--- config.mk ---
export PLATFORM = sky130hd
export DESIGN_NAME = night_rider_monitor
export DESIGN_NICKNAME = d
export VERILOG_FILES = /design/src/rtl/night_rider_monitor_pkg.sv /design/src/rtl/night_rider_monitor_onehot_decode.sv /design/src/rtl/night_rider_monitor.sv
export SDC_FILE = /design/constraint.sdc
export NUM_CORES = 1
export LEC_CHECK = 0
export CORE_MARGIN = 1.5
export CORE_UTILIZATION = 57
export CTS_BUF_LIST = sky130_fd_sc_hd__clkbuf_4
export DETAILED_ROUTE_END_ITERATION = 6
export PLACE_DENSITY = 0.95
export SYNTH_ARGS = -nofsm -noshare
export SYNTH_HDL_FRONTEND = slang
export SYNTH_SLANG_ARGS = --single-unit
--- constraint.sdc ---
create_clock -name clk -period 11.3 [get_ports clk]
set_clock_uncertainty 0.1 [all_clocks]
set_input_delay 2.26 -clock clk [delete_from_list [all_inputs] [get_ports clk]]
set_output_delay 2.26 -clock clk [all_outputs]
set_load 0.01 [all_outputs]
--- src/rtl/night_rider_monitor_pkg.sv ---
// Shared types for the night-rider scanner monitor: FSM state encoding and
// error-cause codes reported on err_code.
package night_rider_monitor_pkg;

  localparam int unsigned ERR_W = 2;

  typedef enum logic [1:0] {
    ST_ACQUIRE    = 2'b00,
    ST_TRACK_UP   = 2'b01,
    ST_TRACK_DOWN = 2'b10
  } state_t;

  // 2'b11 is reserved and never produced.
  typedef enum logic [ERR_W-1:0] {
    ERR_NONE       = 2'b00,
    ERR_NOT_ONEHOT = 2'b01,
    ERR_BAD_STEP   = 2'b10
  } err_code_t;

endpackage

--- src/rtl/night_rider_monitor_onehot_decode.sv ---
// onehot_decode: combinational one-hot to binary index decoder.
//   led_in    : N-bit vector, bit k lit means position k
//   idx       : binary index of the lit bit (meaningful only when onehot_ok)
//   onehot_ok : exactly one bit of led_in is set
module onehot_decode #(
  parameter int unsigned N = 8
) (
  input  logic [N-1:0]         led_in,
  output logic [$clog2(N)-1:0] idx,
  output logic                 onehot_ok
);

  localparam int unsigned IDX_W = $clog2(N);

  // OR of the indices of all set bits; exact when the input is one-hot.
  always_comb begin
    idx = '0;
    for (int unsigned k = 0; k < N; k++) begin
      if (led_in[k]) idx = idx | IDX_W'(k);
    end
  end

  assign onehot_ok = $onehot(led_in);

endmodule

--- src/rtl/night_rider_monitor.sv ---
// night_rider_monitor: tracks a back-and-forth one-hot LED scan
// (0,1,..,N-1,N-2,..,1,0,1,..) and flags sequence violations.
//   clk, rst   : clock, synchronous active-high reset
//   led_in     : scanner LED vector, sampled when led_valid is high
//   pos, dir   : last accepted position and sweep direction (1 = upward)
//   locked     : tracking a legal sequence
//   upd, err   : single-cycle pulses for an accepted step / a violation
//   err_code   : cause of the most recent err (held)
//   sweep_cnt  : saturating count of completed round trips
// All outputs are registered, one cycle after the sampled led_in.
module night_rider_monitor
  import night_rider_monitor_pkg::*;
#(
  parameter int unsigned N     = 8,
  parameter int unsigned CNT_W = 16
) (
  input  logic                 clk,
  input  logic                 rst,
  input  logic [N-1:0]         led_in,
  input  logic                 led_valid,
  output logic [$clog2(N)-1:0] pos,
  output logic                 dir,
  output logic                 locked,
  output logic                 upd,
  output logic                 err,
  output logic [ERR_W-1:0]     err_code,
  output logic [CNT_W-1:0]     sweep_cnt
);

  localparam int unsigned      IDX_W    = $clog2(N);
  localparam logic [IDX_W-1:0] IDX_LAST = IDX_W'(N - 1);

  state_t             state_q, state_d;
  logic [IDX_W-1:0]   idx;
  logic               onehot_ok;
  logic [IDX_W-1:0]   expect_idx;
  logic               step_ok;

  logic [IDX_W-1:0]   pos_d;
  logic               dir_d, locked_d, upd_d, err_d;
  logic [ERR_W-1:0]   err_code_d;
  logic [CNT_W-1:0]   sweep_cnt_d;

  onehot_decode #(.N(N)) u_decode (
    .led_in    (led_in),
    .idx       (idx),
    .onehot_ok (onehot_ok)
  );

  // Expected next position; guarded so pos never wraps at either end.
  always_comb begin
    expect_idx = pos;
    if (state_q == ST_TRACK_UP && pos != IDX_LAST) begin
      expect_idx = pos + IDX_W'(1);
    end else if (state_q == ST_TRACK_DOWN && pos != '0) begin
      expect_idx = pos - IDX_W'(1);
    end
  end

  assign step_ok = onehot_ok && (idx == expect_idx);

  // State and output registers.
  always_ff @(posedge clk) begin
    if (rst) begin
      state_q   <= ST_ACQUIRE;
      pos       <= '0;
      dir       <= 1'b1;
      locked    <= 1'b0;
      upd       <= 1'b0;
      err       <= 1'b0;
      err_code  <= ERR_NONE;
      sweep_cnt <= '0;
    end else begin
      state_q   <= state_d;
      pos       <= pos_d;
      dir       <= dir_d;
      locked    <= locked_d;
      upd       <= upd_d;
      err       <= err_d;
      err_code  <= err_code_d;
      sweep_cnt <= sweep_cnt_d;
    end
  end

  // Next-state logic.
  always_comb begin
    state_d = state_q;
    if (led_valid) begin
      unique case (state_q)
        ST_ACQUIRE: begin
          if (onehot_ok && idx == '0)            state_d = ST_TRACK_UP;
          else if (onehot_ok && idx == IDX_LAST) state_d = ST_TRACK_DOWN;
        end
        ST_TRACK_UP: begin
          if (!step_ok)              state_d = ST_ACQUIRE;
          else if (idx == IDX_LAST)  state_d = ST_TRACK_DOWN;
        end
        ST_TRACK_DOWN: begin
          if (!step_ok)              state_d = ST_ACQUIRE;
          else if (idx == '0)        state_d = ST_TRACK_UP;
        end
        default: state_d = ST_ACQUIRE;
      endcase
    end
  end

  // Next values of the registered outputs.
  always_comb begin
    pos_d       = pos;
    dir_d       = dir;
    locked_d    = locked;
    upd_d       = 1'b0;
    err_d       = 1'b0;
    err_code_d  = err_code;
    sweep_cnt_d = sweep_cnt;
    if (led_valid) begin
      if (state_q == ST_ACQUIRE) begin
        if (state_d != ST_ACQUIRE) begin
          pos_d    = idx;
          dir_d    = (state_d == ST_TRACK_UP);
          locked_d = 1'b1;
          upd_d    = 1'b1;
        end
      end else if (!step_ok) begin
        // Violation: drop lock, hold pos/dir.
        err_d      = 1'b1;
        locked_d   = 1'b0;
        err_code_d = onehot_ok ? ERR_BAD_STEP : ERR_NOT_ONEHOT;
      end else begin
        pos_d = idx;
        dir_d = (state_d == ST_TRACK_UP);
        upd_d = 1'b1;
        // Returning to 0 completes a round trip.
        if (state_q == ST_TRACK_DOWN && state_d == ST_TRACK_UP &&
            sweep_cnt != {CNT_W{1'b1}}) begin
          sweep_cnt_d = sweep_cnt + CNT_W'(1);
        end
      end
    end
  end

endmodule

==> metrics, run 1 <==
status finished clean; Slew Limit Fails 0; met2 routed wirelength 1870 um; RD Place Congestion 0.8381; initial detailed-routing violation count 94; drt first pass iters 4; distinct cell type count of the synthesized netlist 47; Final Critical Period 6.742 ns; insertion delay of the later-clocked pin in the worst-skew pair between 0.3 and 0.4 ns; antenna viol nets, final 0; CP Class in2reg; Worst R2R Start pos[0]; Cell Int Power 0.1405 mW; vias per inst 5.676; DRC errors left 0; Synth async-reset ratio 0%; Post-layout nets 278; DRT Wirelength 3957 um; class of the worst hold path reg2reg; met3 wire len 216 um; P_sw around 0.064 mW; switching share of power 31.13%; GRT overflow 0; CTS tree yes; largest fanout on the critical path 11; Worst setup SP type input port; I/O pin cnt 36; Seq/Total Area, Yosys 29.79%; max_slew headroom 28.49%; cts hold-fix bufs 0; worst hold start dir; first-pass GRT wire length 6472 um; global-route usage over all layers about a quarter; post-synth net total 246; Worst IR Drop VDD 0.00008985 V; RSZ-0062 raised after global routing false; max layer used met4; CTS clk-pin slew, worst paths 0.15 ns; diode count 0; power per cell area 92.38 nW/um^2; final cell count without fillers 293; core area about 3000 um^2; post-CTS setup buffer count 0; Comb pwr share approximately 28%; Max H-tree Level 1; Seq pwr share 50.7%; Synth Flop Type dfxtp_1; largest net degree at the start of global routing 31; vias in the first global route about 1.5k; worst hold stages 1; Setup-failing EPs final 0; Resize count post-CTS 0; commonest cells after routing, fill and taps aside 35 x clkdlybuf4s50_1, 27 x dfxtp_1, 21 x inv_1; Arr. time, crit path between 6 and 7 ns; CTS Sinks 27; Post-synth EDFFs 0; final cycle utilization of the critical path 59.66%; Crit. End Element flop; Fin. Hold Viols 0; clock share of power 20.9%; M1 wire length 1772 um; Leak Pwr 0.8672 nW; initial core utilization 59.92%; flop2flop setup slack 8.03 ns; Die Ht 59.42 um; Cell Area, Synth 1814 um^2; DIE WIDTH 59.42 um; vias post-DR approximately 1.7k; Root Buffer Master clkbuf_4; R2R depth 9; share of cells above drive strength 1 roughly 6%; antenna violations before repair 0; Worst-Margin Slew 1.069 ns; post-DP HPWL 3012 um; wire per inst 13.51 um; Final TNS setup 0 ns; I/O Buffers 35; Highest Clock Rate 148.3 MHz; Avg Cell Area, Syn 8.322 um^2; placed insts between 200 and 300; die area 3530 um^2; Crit path required time 11.44 ns; CTS Buffer Depth 2; Yosys reg bits 27; Syn-to-layout area delta 21.72%; max-capacitance violation count 0; # rows 20; CTS Buf Count 3; commonest non-fill, non-tap cell in the layout clkdlybuf4s50_1; Yosys warning total 0; crit path launch led_in[7]; Mapped Cells 218
[worst paths after layout]
kind / to
setup / recovery: sweep_cnt[10]
hold / removal: dir
setup reg to reg: sweep_cnt[10]
hold reg to reg: dir
[cells in the mapped netlist, types with 2 or more instances]
master     n  area share (%)
nor2_1    19             3.9
nor3b_1    2            0.83
nand3_1   11             3.0
nor3_1     2            0.55
nand2_1    9             1.9
nand2b_1   2            0.69
a31o_2     2            0.97
o31ai_1    2            0.83
nor2b_1    6             2.1
fa_1       4             4.4
or3_1      7             2.4
ha_1      13             9.0
mux2i_1    2             1.1
a21o_1     3             1.2
a21oi_1   20             5.5
and3_1     9             3.1
dfxtp_1   27              30
a211oi_1   4             1.7
clkbuf_1   5             1.0
or4_1      2            0.83
xnor2_1    3             1.4
inv_1     21             4.3
nand4_1    4             1.4
o21ai_0   11             3.0
and4_1     2            0.97
and2_1     5             1.7
[layout make-up]
class	count	area, um^2
multi-input cells	162	1156
fillers	228	819.5
flip-flops and latches	27	540.5
repair buffers	35	350.3
inverters	21	78.83
well taps	44	55.05
clock buffers	3	22.52
clock inverters	1	5.005
[per-stage QoR]
stage	util [%]	setup WS (ns)	total power [mW]	area (um^2)	hold WS [ns]
detailed placement	72.02	4.194	0.1637	2181	0.3504
global placement	72.02	4.388	0.1615	2181	0.3563
CTS	72.93	4.542	0.2053	2208	0.3954
floorplan	-	5.349	0.1430	1814	0.3982
finish	72.93	4.558	0.2040	2208	0.3888
global route	72.93	4.302	0.2141	2208	0.4292
[worst max-delay path, stage by stage]
cell,delay [ns]
clkdlybuf4s50_1,0.50
ha_1,0.25
fa_1,0.55
inv_1,0.06
fa_1,0.53
inv_1,0.05
ha_1,0.20
fa_1,0.44
nor4b_1,0.55
and4b_1,0.47
and4_1,0.48
and3_1,0.22
mux2_2,0.33
[cell families (layout without fill, tap and decap cells)]
family,Yosys count,count (layout),synth area share [%]
compound gates,48,48,17.24
xor+xnor,4,4,2.345
fa+ha+maj,17,17,13.38
buf+inv,29,60,6.483
flops,27,27,29.79
mux,4,4,2.551
simple gates,89,89,28.21
[metal layers]
metal	global-route usage (%)	vias to the layer above
met1	32.11	764
met4	10.06	0
met3	5.240	10
met5	0	-
li1	-	828
met2	37.21	61
[power by group through the flow]
stage | clock network, mW | registers (mW) | logic [mW]
detailed placement | 0 | 0.105 | 0.0582
global placement | 0 | 0.105 | 0.0560
finish | 0.0425 | 0.103 | 0.0581
CTS | 0.0432 | 0.103 | 0.0587
floorplan | 0 | 0.106 | 0.0367
global route | 0.0453 | 0.104 | 0.0645
[state kept, by name, indices dropped and copies added (netlist names)]
name and flops:
err 1, locked 1, err_code 2, sweep_cnt 16
state_q 2, upd 1, dir 1, pos 3
No activity file was read; power rests on OpenSTA's default activity.
==> inputs of run 2 (changes only) <==
--- a/config.mk
+++ b/config.mk
@@ -6,10 +6,10 @@
 export NUM_CORES = 1
 export LEC_CHECK = 0
 export CORE_MARGIN = 1.5
-export CORE_UTILIZATION = 57
+export CORE_UTILIZATION = 48
 export CTS_BUF_LIST = sky130_fd_sc_hd__clkbuf_4
 export DETAILED_ROUTE_END_ITERATION = 6
-export PLACE_DENSITY = 0.95
+export PLACE_DENSITY = 0.88
 export SYNTH_ARGS = -nofsm -noshare
 export SYNTH_HDL_FRONTEND = slang
 export SYNTH_SLANG_ARGS = --single-unit
==> constraint.sdc (replaced) <==
create_clock -name clk -period 6.1 [get_ports clk]
set_clock_uncertainty 0.1 [all_clocks]
set_input_delay 1.22 -clock clk [delete_from_list [all_inputs] [get_ports clk]]
set_output_delay 1.22 -clock clk [all_outputs]
set_load 0.01 [all_outputs]
==> run 2 against run 1 <==
Cell count up 2.0%. Largest cell class unchanged. Flip-flop and latch count stayed put. Critical endpoint is now sweep_cnt[15]. Largest power group unchanged. Worst hold slack got worse by 0.0087 ns.
==> metrics, run 2 (synthesized netlist as in run 1, its figures left out) <==
first-pass GRT wire length 6596 um; Resize count post-CTS 0; CTS clk-pin slew, worst paths 0.17 ns; Hold Slack between 0.3 and 0.4 ns; flop2flop setup slack 2.84 ns; DRC errors left 0; Hold EP dir; Post-layout nets 280; Crit path required time around 6.3 ns; I/O Buffers 35; DIE WIDTH roughly 64 um; Worst R2R Start pos[0]; I/O pin cnt 36; CTS Buffer Depth 2; vias in the first global route 1,506; Slew Limit Fails 0; Worst IR Drop VDD 0.00009184 V; Crit. End Element flop; vias per inst 5.495; Die Ht approximately 64 um; post-CTS setup buffer count 0; initial core utilization 49.93%; Max H-tree Level 1; max_slew headroom 28.47%; Comb pwr share 29.2%; largest registers sweep_cnt: 16 flops, pos: 3 flops; cts hold-fix bufs 0; Worst setup SP type input port; # rows 22; worst r2r dst sweep_cnt[15]; worst hold start dir; Syn-to-layout area delta 22.97%; switching share of power 31.99%; diode count 0; Seq pwr share between 40% and 50%; Setup WS pre-CTS 0.3578 ns; Fillers 340; CTS Buf Count 3; max-capacitance violation count 0; P_sw approximately 0.12 mW; die area 4158 um^2; share of cells above drive strength 1 6.773%; commonest cells after routing, fill and taps aside 35 x clkdlybuf4s50_1, 27 x dfxtp_1, 21 x inv_1; CP Class in2reg; largest fanout on the critical path 19; initial detailed-routing violation count 94; final cell count without fillers 299; class of the worst hold path reg2reg; Leak Pwr 0.8742 nW; final cycle utilization of the critical path a little under 90%; clock share of power 21.7%; power per cell area between 150 and 200 nW/um^2; insertion delay of the later-clocked pin in the worst-skew pair between 0.3 and 0.4 ns; Highest Clock Rate 186.5 MHz; global-route usage over all layers 20.03%; RD Place Congestion 0.8313; core area 3633 um^2; Post-DP Area 2201 um^2; Biggest register sweep_cnt; status finished clean; final setup margin between 0.7 and 0.8 ns; placed insts 295; GRT overflow 0; Final Critical Period 5.362 ns; Arr. time, crit path 5.54 ns; RSZ-0062 raised after global routing false; worst hold stages 1; DRT Wirelength 3928 um; R2R depth 9; CTS Sinks 27; final total power 0.3888 mW; largest net degree at the start of global routing 31; CTS tree yes; drt first pass iters 4; post-DP HPWL 2969 um; Setup-failing EPs final 0; Root Buffer Master clkbuf_4; post-layout util 61.40%; antenna viol nets, final 0; Fin. Hold Viols 0; Cell Int Power 0.2644 mW; Worst-Margin Slew 1.070 ns; Largest register FFs 16; commonest non-fill, non-tap cell in the layout clkdlybuf4s50_1; antenna violations before repair 0; Final TNS setup 0 ns; wire per inst 13.14 um; post-route cell area around 2200 um^2; vias post-DR 1,643
run 2: cell count changes in the layout (fill, tap and decap cells not counted):
| cell | change |
|---|---|
| buf_4 | +2 |
| clkinv_2 | -1 |
| clkinvlp_4 | +1 |
run 2: cell type report:
| cell class | count | area [um^2] | share of cell area, % |
|---|---|---|---|
| Clock inverter | 1 | 7.507 | 0.3365 |
| Inverter | 21 | 78.83 | 3.533 |
| Clock buffer | 3 | 22.52 | 1.010 |
| Sequential cell | 27 | 540.5 | 24.23 |
| Timing Repair Buffer | 37 | 365.4 | 16.38 |
| Tap cell | 48 | 60.06 | 2.692 |
| Multi-Input combinational cell | 162 | 1156 | 51.82 |
run 2: layer usage:
metal / GRT usage [%] / routed length [um] / up-vias
met4: 7.447 / 59 / 0
met1: 24.40 / 1741 / 778
li1: - / - / 830
met3: 2.604 / 123 / 4
met2: 35.94 / 2003 / 31
met5: 0 / 0 / -
run 2: worst max-delay path, stage by stage:
cell and delay (ns):
clkdlybuf4s50_1 0.50, ha_1 0.25, fa_1 0.54, inv_1 0.06
fa_1 0.53, inv_1 0.04, ha_1 0.21, fa_1 0.45
nor4b_1 0.34, and4b_1 0.42, o2111ai_4 0.30, or4_1 0.54
a21oi_1 0.15
run 2: how the worst max path moves through the flow:
stage | from | end | slack (ns) | depth (start not counted)
global route | led_in[7] | sweep_cnt[15] | 0.48 | 13
floorplan | led_in[6] | sweep_cnt[15] | 1.19 | 13
global placement | led_in[7] | sweep_cnt[15] | 0.51 | 13
detailed placement | led_in[7] | sweep_cnt[15] | 0.36 | 13
CTS | led_in[7] | sweep_cnt[15] | 0.73 | 13
finish | led_in[7] | sweep_cnt[15] | 0.74 | 13
run 2: power by group through the flow:
stage	logic, mW	registers, mW	clock network, mW
6_report	0.114	0.191	0.0842
2_1_floorplan	0.0680	0.197	0
3_3_place_gp	0.108	0.195	0
3_5_place_dp	0.113	0.195	0
5_1_grt	0.128	0.192	0.0927
4_1_cts	0.114	0.191	0.0856
==> inputs of run 3 (changes only) <==
--- a/config.mk
+++ b/config.mk
@@ -5,7 +5,6 @@
 export SDC_FILE = /design/constraint.sdc
 export NUM_CORES = 1
 export LEC_CHECK = 0
-export CORE_MARGIN = 1.5
 export CORE_UTILIZATION = 48
 export CTS_BUF_LIST = sky130_fd_sc_hd__clkbuf_4
 export DETAILED_ROUTE_END_ITERATION = 6
==> constraint.sdc (replaced) <==
create_clock -name clk -period 4.8 [get_ports clk]
set_clock_uncertainty 0.1 [all_clocks]
set_input_delay 0.96 -clock clk [delete_from_list [all_inputs] [get_ports clk]]
set_output_delay 0.96 -clock clk [all_outputs]
set_load 0.01 [all_outputs]
==> run 3 against run 2 <==
Critical endpoint is now sweep_cnt[4]. First-iteration DRC count unchanged. Critical path depth up 1. Combinational power up 36%. Count of clock-buffer cells in the layout unchanged. Sequential power up 27%. Die area down 3.1%. Register-to-register slack worse by 1.2 ns. Cell area up 6.1%. Cell count up 3.7%. Core utilization up 6.9 points.
==> metrics, run 3 (synthesized netlist as in run 1, its figures left out) <==
initial core utilization between 50% and 60%; Final Critical Period 4.729 ns; GRT overflow 0; Max H-tree Level 1; Leak Pwr 0.9619 nW; core area 3468 um^2; post-DP HPWL 2998 um; placed insts about 300; Worst-Margin Slew 1.043 ns; CTS Buffer Depth 2; largest registers sweep_cnt: 16 flops, pos: 3 flops; Fin. Hold Viols 0; Slew Limit Fails 0; vias in the first global route ~1.5k; die area a little over 4000 um^2; # rows 21; Worst setup SP type input port; crit path launch led_in[6]; CTS Sinks 27; insertion delay of the later-clocked pin in the worst-skew pair approximately 0.32 ns; final cycle utilization of the critical path 98.53%; max-capacitance violation count 0; final setup margin 0.07062 ns; vias post-DR 1,723; global-route usage over all layers 19.64%; Syn-to-layout area delta 30.48%; Crit. End Element flop; CTS tree yes; vias per inst 5.558; initial detailed-routing violation count 94; DIE WIDTH 63.48 um; cts hold-fix bufs 0; RD Place Congestion 0.8268; Arr. time, crit path 4.91 ns; Worst R2R Start pos[1]; Crit path required time about 5 ns; commonest non-fill, non-tap cell in the layout clkdlybuf4s50_1; share of cells above drive strength 1 between 10% and 20%; largest fanout on the critical path 6; class of the worst hold path reg2reg; status finished clean; largest net degree at the start of global routing 31; worst hold start dir; CP Class in2reg; Worst IR Drop VDD 0.0001997 V; I/O Buffers 35; CTS clk-pin slew, worst paths 0.14 ns; Biggest register sweep_cnt; DRT Wirelength 4183 um; commonest cells after routing, fill and taps aside 32 x clkdlybuf4s50_1, 27 x dfxtp_1, 20 x inv_1; drt first pass iters 4; wire per inst 13.49 um; I/O pin cnt 36; Largest register FFs 16; Setup WS pre-CTS -0.3369 ns; diode count 0; final cell count without fillers 310; Setup-failing EPs final 0; Die Ht 63.48 um; CTS Buf Count 3; Root Buffer Master clkbuf_4; antenna viol nets, final 0; antenna violations before repair 0; power per cell area 209.6 nW/um^2; first-pass GRT wire length 6479 um; Post-layout nets 293; max_slew headroom 30.27%; DRC errors left 0; Highest Clock Rate 211.4 MHz
==> run 3: critical path: stages <==
cell and delay, ns:
clkdlybuf4s50_1 0.43, ha_2 0.19, fa_1 0.52, inv_2 0.05
fa_1 0.52, inv_1 0.05, ha_2 0.18, fa_1 0.47
nor4b_2 0.32, and4b_2 0.32, o2111ai_4 0.16, buf_6 0.18
or4_4 0.47, nand2_1 0.07
==> run 3: metal layers <==
layer / routed length, um / part of all wire [%] / global-route usage (%)
met1: 1992 / 48 / 28.48
met2: 1937 / 46 / 30.85
met3: 225 / 5.4 / 3.080
met4: 28 / 0.67 / 3.125
met5: 0 / 0 / 0
==> run 3: what timing repair did <==
action,in CTS,in global routing
setup endpoints to repair,0,16
resized for setup,0,16
buffers inserted,0,2
==> run 3: final cells by class <==
type | count | area, um^2
Fill cell | 266 | 1101
Clock buffer | 3 | 22.52
Tap cell | 46 | 57.56
Clock inverter | 1 | 7.507
Sequential cell | 27 | 540.5
Inverter | 21 | 78.83
Multi-Input combinational cell | 162 | 1185
Timing Repair Buffer | 50 | 475.5
==> run 3: report_power, final <==
group	leakage, nW	switching [mW]	internal (mW)
Combinational	0.730	0.0770	0.0781
Sequential	0.218	0.00951	0.234
Clock	0.0139	0.0661	0.0318
==> run 3: metrics by stage <==
stage | utilization, % | power (mW) | hold WS (ns) | TNS, ns | instance area (um^2)
after global routing | 68.25 | 0.5326 | 0.4140 | -0.3707 | 2367
after global placement | 65.55 | 0.3910 | 0.3566 | -3.784 | 2273
after CTS | 66.41 | 0.4916 | 0.4078 | 0 | 2303
final | 68.25 | 0.4962 | 0.4037 | 0 | 2367
after floorplan | - | 0.3366 | 0.3982 | 0 | 1814
after detailed placement | 65.55 | 0.3942 | 0.3637 | -5.146 | 2273
==> run 3: final timing paths <==
check                           slack, ns            to  cells past startpoint
worst max-delay path                 0.07  sweep_cnt[4]                     14
worst min-delay path                 0.40           dir                      1
worst max register to register       1.66           dir                     11
worst min register to register       0.40           dir                      1
